### src/rtl/nibble_seq_pkg.sv
// Shared types and constants for the nibble-serial adder controller.
package nibble_seq_pkg;

    localparam int N_SLICES = 8;
    localparam int SEL_W    = 3;

    localparam logic [SEL_W-1:0] LAST_SLICE = SEL_W'(N_SLICES - 1);

    typedef enum logic [1:0] {
        ST_IDLE = 2'd0,
        ST_RUN  = 2'd1,
        ST_DONE = 2'd2
    } seq_state_t;

endpackage

### src/rtl/nibble_add_sequencer_slice_adder.sv
// slice_adder: SLICE_W-bit adder with carry in/out.
// Latency: combinational. Backpressure: none.
// No internal state.
module slice_adder #(
    parameter int SLICE_W = 4
) (
    input  logic [SLICE_W-1:0] a,
    input  logic [SLICE_W-1:0] b,
    input  logic               ci,
    output logic [SLICE_W-1:0] s,
    output logic               co
);

    assign {co, s} = {1'b0, a} + {1'b0, b} + {{SLICE_W{1'b0}}, ci};

endmodule

### src/rtl/nibble_add_sequencer.sv
// Adds two 8-slice operands one slice per clock, LSB slice first; optional ovf via NIBBLE_SEQ_OVF_EN.
// Latency: 9 cycles start->done, one operation per 10 cycles.
// Backpressure: start is taken only in IDLE and dropped (not queued) while busy.
module nibble_add_sequencer
    import nibble_seq_pkg::*;
#(
    parameter int SLICE_W = 4
) (
    input  logic                        clk,
    input  logic                        reset,
    input  logic                        start,
    input  logic [N_SLICES*SLICE_W-1:0] a,
    input  logic [N_SLICES*SLICE_W-1:0] b,
    input  logic                        cin,
    output logic [SEL_W-1:0]            sel,
    output logic                        sel_en,
    output logic                        busy,
    output logic                        done,
    output logic [N_SLICES*SLICE_W-1:0] sum,
    output logic                        cout
`ifdef NIBBLE_SEQ_OVF_EN
    ,
    output logic                        ovf
`endif
);

    seq_state_t state_q, state_d;

    logic [SEL_W-1:0]                  cnt_q;
    logic [N_SLICES-1:0][SLICE_W-1:0]  opa_q, opb_q, sum_q;
    logic                              carry_q;
    logic                              cout_q;

    logic [SLICE_W-1:0] sl_s;
    logic               sl_c;

    slice_adder #(
        .SLICE_W (SLICE_W)
    ) u_slice_adder (
        .a  (opa_q[cnt_q]),
        .b  (opb_q[cnt_q]),
        .ci (carry_q),
        .s  (sl_s),
        .co (sl_c)
    );

    always_ff @(posedge clk) begin
        if (reset) state_q <= ST_IDLE;
        else       state_q <= state_d;
    end

    always_comb begin
        state_d = state_q;
        sel     = '0;
        sel_en  = 1'b0;
        busy    = 1'b0;
        done    = 1'b0;
        case (state_q)
            ST_IDLE: begin
                if (start) state_d = ST_RUN;
            end
            ST_RUN: begin
                sel    = cnt_q;
                sel_en = 1'b1;
                busy   = 1'b1;
                if (cnt_q == LAST_SLICE) state_d = ST_DONE;
            end
            ST_DONE: begin
                busy    = 1'b1;
                done    = 1'b1;
                state_d = ST_IDLE;
            end
            default: state_d = ST_IDLE;
        endcase
    end

    // Counter wraps 7->0 by itself on the final RUN edge, which is exactly the DONE transition.
    always_ff @(posedge clk) begin
        if (reset) begin
            cnt_q   <= '0;
            opa_q   <= '0;
            opb_q   <= '0;
            sum_q   <= '0;
            carry_q <= 1'b0;
            cout_q  <= 1'b0;
        end else if (state_q == ST_IDLE && start) begin
            cnt_q   <= '0;
            opa_q   <= a;
            opb_q   <= b;
            sum_q   <= '0;
            carry_q <= cin;
            cout_q  <= 1'b0;
        end else if (state_q == ST_RUN) begin
            sum_q[cnt_q] <= sl_s;
            carry_q      <= sl_c;
            cnt_q        <= cnt_q + SEL_W'(1);
            if (cnt_q == LAST_SLICE) cout_q <= sl_c;
        end
    end

    assign sum  = sum_q;
    assign cout = cout_q;

`ifdef NIBBLE_SEQ_OVF_EN
    // Same-sign operands giving an opposite-sign result == carry into MSB xor carry out of MSB.
    logic ovf_q;
    logic ovf_d;

    assign ovf_d = (opa_q[cnt_q][SLICE_W-1] == opb_q[cnt_q][SLICE_W-1]) &&
                   (sl_s[SLICE_W-1] != opa_q[cnt_q][SLICE_W-1]);

    always_ff @(posedge clk) begin
        if (reset)                                       ovf_q <= 1'b0;
        else if (state_q == ST_IDLE && start)            ovf_q <= 1'b0;
        else if (state_q == ST_RUN && cnt_q == LAST_SLICE) ovf_q <= ovf_d;
    end

    assign ovf = ovf_q;
`endif

endmodule

### config.mk
export PLATFORM = sky130hd
export DESIGN_NAME = nibble_add_sequencer
export DESIGN_NICKNAME = d
export VERILOG_FILES = /design/src/rtl/nibble_seq_pkg.sv /design/src/rtl/nibble_add_sequencer_slice_adder.sv /design/src/rtl/nibble_add_sequencer.sv
export SDC_FILE = /design/constraint.sdc
export NUM_CORES = 1
export LEC_CHECK = 0
export CAP_MARGIN = 20
export CORE_MARGIN = 8
export CORE_UTILIZATION = 47
export DETAILED_ROUTE_END_ITERATION = 8
export PLACE_DENSITY_LB_ADDON = 0.3
export SLEW_MARGIN = 15
export SYNTH_ARGS = -nofsm -noshare
export SYNTH_HDL_FRONTEND = slang
export SYNTH_HIERARCHICAL = 1
export SYNTH_SLANG_ARGS = --single-unit
### constraint.sdc
create_clock -name clk -period 8.9 [get_ports clk]
set_input_delay 1.78 -clock clk [delete_from_list [all_inputs] [get_ports clk]]
set_output_delay 1.78 -clock clk [all_outputs]
set_load 0.005 [all_outputs]
==> results of run 1 <==
[metal layers]
| metal | track usage [%] | share of wire [%] |
|---|---|---|
| met5 | 0 | 0 |
| met1 | 20.2 | 44 |
| met4 | 4.53 | 0.78 |
| met2 | 28.5 | 50 |
| met3 | 4.33 | 5.2 |
[critical path, stage by stage, from the launching register on]
cell	delay [ns]
dfxtp_1	0.33
inv_1	0.11
ha_1	0.61
and2_1	0.23
clkdlybuf4s50_1	0.51
[per-stage QoR]
step,cells,hold WS [ns],power [W],instance area [µm²]
finish,698,0.457,0.00101,5800
global route,698,0.472,0.00107,5800
CTS,697,0.455,0.00102,5780
detailed placement,682,0.445,0.000682,5540
global placement,681,0.438,0.000674,5520
floorplan,484,0.432,0.000618,4460
[synth_stat cells, drive strengths merged (3+ instances only)]
library cell	count
clkbuf	24
ha	9
mux4	16
mux2i	35
nand2	131
mux2	8
and2	4
dfxtp	103
nand2b	4
inv	7
a21oi	68
nand4b	3
nor2	36
xnor2	3
buf	18
[final cells by class]
cell class | count | area [µm²]
clock inverter | 5 | 104
sequential | 103 | 2060
fill | 772 | 3440
timing repair buffer | 112 | 1120
clock buffer | 10 | 138
multi-input combinational | 332 | 2190
tap | 129 | 161
inverter | 7 | 26.3
[power groups by stage]
stage	clock (W)	sequential, W	combinational, W
after floorplan	0	0.000505	0.000114
after global placement	0	0.000508	0.000167
after detailed placement	0	0.000510	0.000172
after CTS	0.000349	0.000499	0.000173
after global routing	0.000371	0.000502	0.000191
final	0.000343	0.000499	0.000173
[cell usage in the layout (no fill, tap or decap), types with 7 or more instances in the layout]
cell type / count
a21oi_1: 67
clkbuf_8: 10
clkdlybuf4s50_1: 105
dfxtp_1: 103
ha_1: 9
inv_1: 7
mux2_2: 8
mux2i_1: 35
mux4_1: 11
nand2_1: 130
nor2_1: 36
[worst max-delay path by stage]
stage                     startpoint      to  slack (ns)
final                     state_q[1]  sel[1]        4.97
after global routing      state_q[1]  sel[0]        4.82
after detailed placement       start  sum[8]        5.13
after global placement         start    cout        4.85
after floorplan           state_q[1]  sel[2]        6.03
after CTS                 state_q[1]  sel[1]        4.93
[flip-flops by register name (all words and copies together), names as in the netlist]
name	flops
carry_q	1
cnt_q	3
cout	1
opa_q	32
opb_q	32
state_q	2
sum	32
[logic make-up after synthesis]
family          after synthesis
buf+inv                      49
simple gates                186
flops                       103
mux                          59
compound gates               73
xor+xnor                      3
fa+ha+maj                    11
==> impl_metrics.tcl, run 1 <==
set metrics [dict create \
    hold-path-endpoint "opb_q[11]" \
    seq_power_share_pct 49.2 \
    criticalPathCategory "flop to primary output" \
    synth_edf_count 0 \
    rsz0062_at_grt "false" \
    die_x_um 113 \
    fp.dieH_um 113 \
    skew_ns 0.00749 \
    outcome "finished clean" \
    cts.path.max_buffers 2 \
    routed_wl_mm 10.5 \
    irDropWorstVdd_mv 0.120 \
    core_mm2 0.00924 \
    fin_crit_sh_pct 44.1 \
    max_freq_mhz 255 \
    synth_top_area_share_pct 46.3 \
    p_leak_nw 2.26 \
    cts_sinks 103 \
    cts_buffers 9 \
    drv_slew 0 \
    synth_top_family_by_area "multiplexers" \
    grt_antenna_before_repair 0 \
    num_rows 35 \
    drc 0 \
    crit_path_end_kind "primary output" \
    cp.required_ns 7.12 \
    dpl.hpwl_mm 7.44 \
    syn_avg_cell_area_um2 9.21 \
    synth_top_cells_by_area "dfxtp_1, nand2_1, mux2i_1" \
    startpoint_type "flop" \
    clkPwrFrac_pct 33.8 \
    synth_cell_types 30 \
    rr_worst_depth 9 \
    synth.mux.area_fraction_pct 18.9 \
    syn_inst 484 \
    syn_area_mm2 0.00446 \
    setup_viol 0 \
    ys_ff_latch 103 \
    cts_hold_buf 0 \
    first_global_vias 3554 \
    p_per_area_mw_per_mm2 175 \
    yosysWarnings 6 \
    setup_ws_ns 4.97 \
    final_nets 644 \
    hold_path_class "flop to flop" \
    num_vias 3553 \
    drt_pass1_iterations 4 \
    grt_max_degree 69 \
    grtUsageTotal_pct 16.6 \
    sw_frac_of_total_pct 24.9 \
    vias_per_cell 5.09 \
    wl_per_cell_um 15.1 \
    arrival_ns 2.15 \
    finalCriticalPeriod_ns 3.93 \
    area_delta_synth_final_pct 30.2 \
    maxCapViolations 0 \
    worstHoldStart "opb_q[11]" \
    grt_pass1_wl_mm 17.4 \
    ctsResizeCount 0 \
    switchingPower_w 0.000253 \
    path_max_fanout 20 \
    htree_levels 3 \
    power.internal_w 0.000762 \
    synth_compound_area_share_pct 8.51 \
    synth_xor_area_share_pct 0.590 \
    place_ws_ns 5.13 \
    path_clk_slew_ns 0.09 \
    tightest_slew_ns 0.965 \
    initial_core_util_pct 48.2 \
    synth_fa_ha_area_share_pct 3.43 \
    finalHoldViolations 0 \
    reg2reg_slack_ns 5.55 \
    place.gp.congestion 0.757 \
    synth_nets 563 \
    final_util_pct 62.8 \
    yosys.area_share.simple_pct 17.6 \
    drt_iter0_markers 110 \
    io_buffers 106 \
    fin_tns_setup_ns 0 \
    ys.flop_type "dfxtp_1" \
    synth_area_leader_cell "dfxtp_1" \
    synthArstFlopShare_pct 0 \
    drive_gt1_share_pct 7.21 \
    relSlewSlack_pct 34.8 \
    yosysSeqAreaShare_pct 46.3 \
    ant_nets 0 \
    postCtsSetupBuffers 0 \
    insertion_delay_ns 0.35 \
    timing.rr.start "cnt_q[0]" \
    dieArea_mm2 0.0129 \
    io_pins 107 \
    grt-ovfl-total 0 \
    hold_depth 2 \
    combinationalPowerShare_pct 17.1 \
    cts_tree "yes" \
    num_antenna_cells 0 \
    root_buffer "clkbuf_8" \
    timing.rr.end "sum[2]" \
]
Note: power is estimated with default switching activity, not from simulation.
==> inputs of run 2 (changes only) <==
- CORE_UTILIZATION: 47 -> 45
- clock period: 8.9 -> 3.35 ns (I/O delays scaled with it)
==> run 2 against run 1 <==
  * Register-to-register slack lost 5.2 ns
  * Sequential power grew to 2.7 times the previous value
  * Core utilization shrank 2.8 points
  * Count of clock-buffer cells in the layout is the same
  * Clock skew grew 0.0070 ns
  * Hold slack lost 0.0032 ns
  * Critical path type is now flop to flop
  * Largest cell class unchanged
  * Largest power group unchanged
  * Highest routed layer unchanged
==> impl_metrics.tcl, run 2 (synthesized netlist as in run 1, its figures left out) <==
set metrics [dict create \
    io_buffers 106 \
    drc 0 \
    core_mm2 0.00968 \
    drv_slew 0 \
    drive_gt1_share_pct 8.17 \
    path_clk_slew_ns 0.11 \
    irDropWorstVdd_mv 0.324 \
    htree_levels 3 \
    dieArea_mm2 0.0133 \
    rsz0062_at_grt "false" \
    first_global_vias 3781 \
    routed_wl_mm 10.6 \
    cp.required_ns 3.66 \
    cts_hold_buf 0 \
    crit_path_end_kind "flop" \
    switchingPower_w 0.000710 \
    path_buf_inv 3 \
    grt_pass1_wl_mm 17.5 \
    final_cell_mix "nand2_1, clkdlybuf4s50_1, dfxtp_1" \
    postPlaceCellArea_mm2 0.00559 \
    wl_per_cell_um 15.0 \
    grt_antenna_before_repair 0 \
    die_x_um 116 \
    max_stage_delay_ns 0.60 \
    p_per_area_mw_per_mm2 448 \
    critPathSlowestCell "mux4_1" \
    relSlewSlack_pct 34.9 \
    hold_depth 2 \
    path_max_fanout 18 \
    place_ws_ns 0.376 \
    area_delta_synth_final_pct 30.3 \
    layout_commonest_cell "nand2_1" \
    ctsResizeCount 0 \
    dpl.hpwl_mm 8.01 \
    arrival_ns 3.28 \
    ant_nets 0 \
    root_buffer "clkbuf_8" \
    vias_per_cell 5.06 \
    cts_tree "yes" \
    criticalPathCategory "flop to flop" \
    outcome "finished clean" \
    cts.path.max_buffers 2 \
    seq_power_share_pct 51.0 \
    rr_worst_depth 9 \
    postCtsSetupBuffers 0 \
    fin_tns_setup_ns 0 \
    startpoint_type "flop" \
    tightest_slew_ns 0.963 \
    fin_crit_sh_pct 88.7 \
    initial_core_util_pct 46.0 \
    combinationalPowerShare_pct 17.8 \
    max_freq_mhz 336 \
    hold_path_class "flop to flop" \
    place.gp.congestion 0.779 \
    num_rows 36 \
    finalCriticalPeriod_ns 2.97 \
    path_cells "buf_4 > mux4_1 > mux2_2 > fa_1 > inv_1 > fa_1 > inv_1 > mux2i_1 > nor2_1" \
    cts_buffers 9 \
    finalHoldViolations 0 \
    grtUsageTotal_pct 16.3 \
    setup_viol 0 \
    cts_sinks 103 \
    skew_ns 0.0145 \
    stdcell_area_mm2 0.00581 \
    power.internal_w 0.00189 \
    grt-ovfl-total 0 \
    critical_path.top_delay_family "multiplexers" \
    drt_iter0_markers 176 \
    final_nets 649 \
    setup_ws_ns 0.378 \
    maxCapViolations 0 \
    clkPwrFrac_pct 31.2 \
    insertion_delay_ns 0.37 \
    p_leak_nw 2.27 \
    drt_pass1_iterations 4 \
    sw_frac_of_total_pct 27.3 \
    fp.dieH_um 116 \
    io_pins 107 \
    grt_max_degree 65 \
    critical_path_depth 9 \
    num_antenna_cells 0 \
    num_vias 3583 \
]
run 2: changes by cell type in the layout (fill, tap and decap cells not counted), sizes merged:
cell,change
buf,+5
bufinv,-2
clkinv,+2
inv,+1
run 2: power by group through the flow:
stage	logic [W]	clock network, W	registers (W)
finish	0.000463	0.000813	0.00133
CTS	0.000468	0.000829	0.00133
global placement	0.000455	0	0.00135
detailed placement	0.000466	0	0.00135
global route	0.000513	0.000878	0.00133
floorplan	0.000302	0	0.00134
run 2: routing by layer:
metal  share of wire, %  global-route usage [%]  up-vias  wire (µm)
met1                 44                    18.7     1683       4630
met5                  0                       0        -          0
met3                5.1                    4.74       11        546
li1                   -                       -     1791          -
met2                 50                    28.7       98       5300
met4                1.4                    5.08        0        145
run 2: worst register-to-register path, stage by stage (launching register included):
cell and delay (ns):
dfxtp_1 0.34, buf_4 0.30, mux4_1 0.60, mux2_2 0.29
fa_1 0.45, inv_1 0.09, fa_1 0.40, inv_1 0.23
mux2i_1 0.12, nor2_1 0.12
run 2: worst paths after layout:
check,startpoint,endpoint,slack [ns]
worst max register to register,cnt_q[0],sum[5],0.38
worst min register to register,opa_q[22],opa_q[22],0.45
worst max-delay path,cnt_q[0],sum[5],0.38
worst min-delay path,opa_q[22],opa_q[22],0.45
run 2: area by class of cell:
cell class              count  area [µm²]
multi-input cells         332        2190
clock buffers              10         138
inverters                   7        26.3
well taps                 133         166
clock inverters             6        76.3
repair buffers            117        1150
fillers                   842        3880
flip-flops and latches    103        2060
run 2: stage by stage:
step | total power, W | util, % | instances | hold slack, ns
5_1_grt | 0.00273 | 60.0 | 708 | 0.477
3_3_place_gp | 0.00181 | 57.8 | 692 | 0.437
3_5_place_dp | 0.00182 | 57.8 | 692 | 0.445
2_1_floorplan | 0.00164 | - | 484 | 0.432
6_report | 0.00260 | 60.0 | 708 | 0.454
4_1_cts | 0.00262 | 60.0 | 708 | 0.459
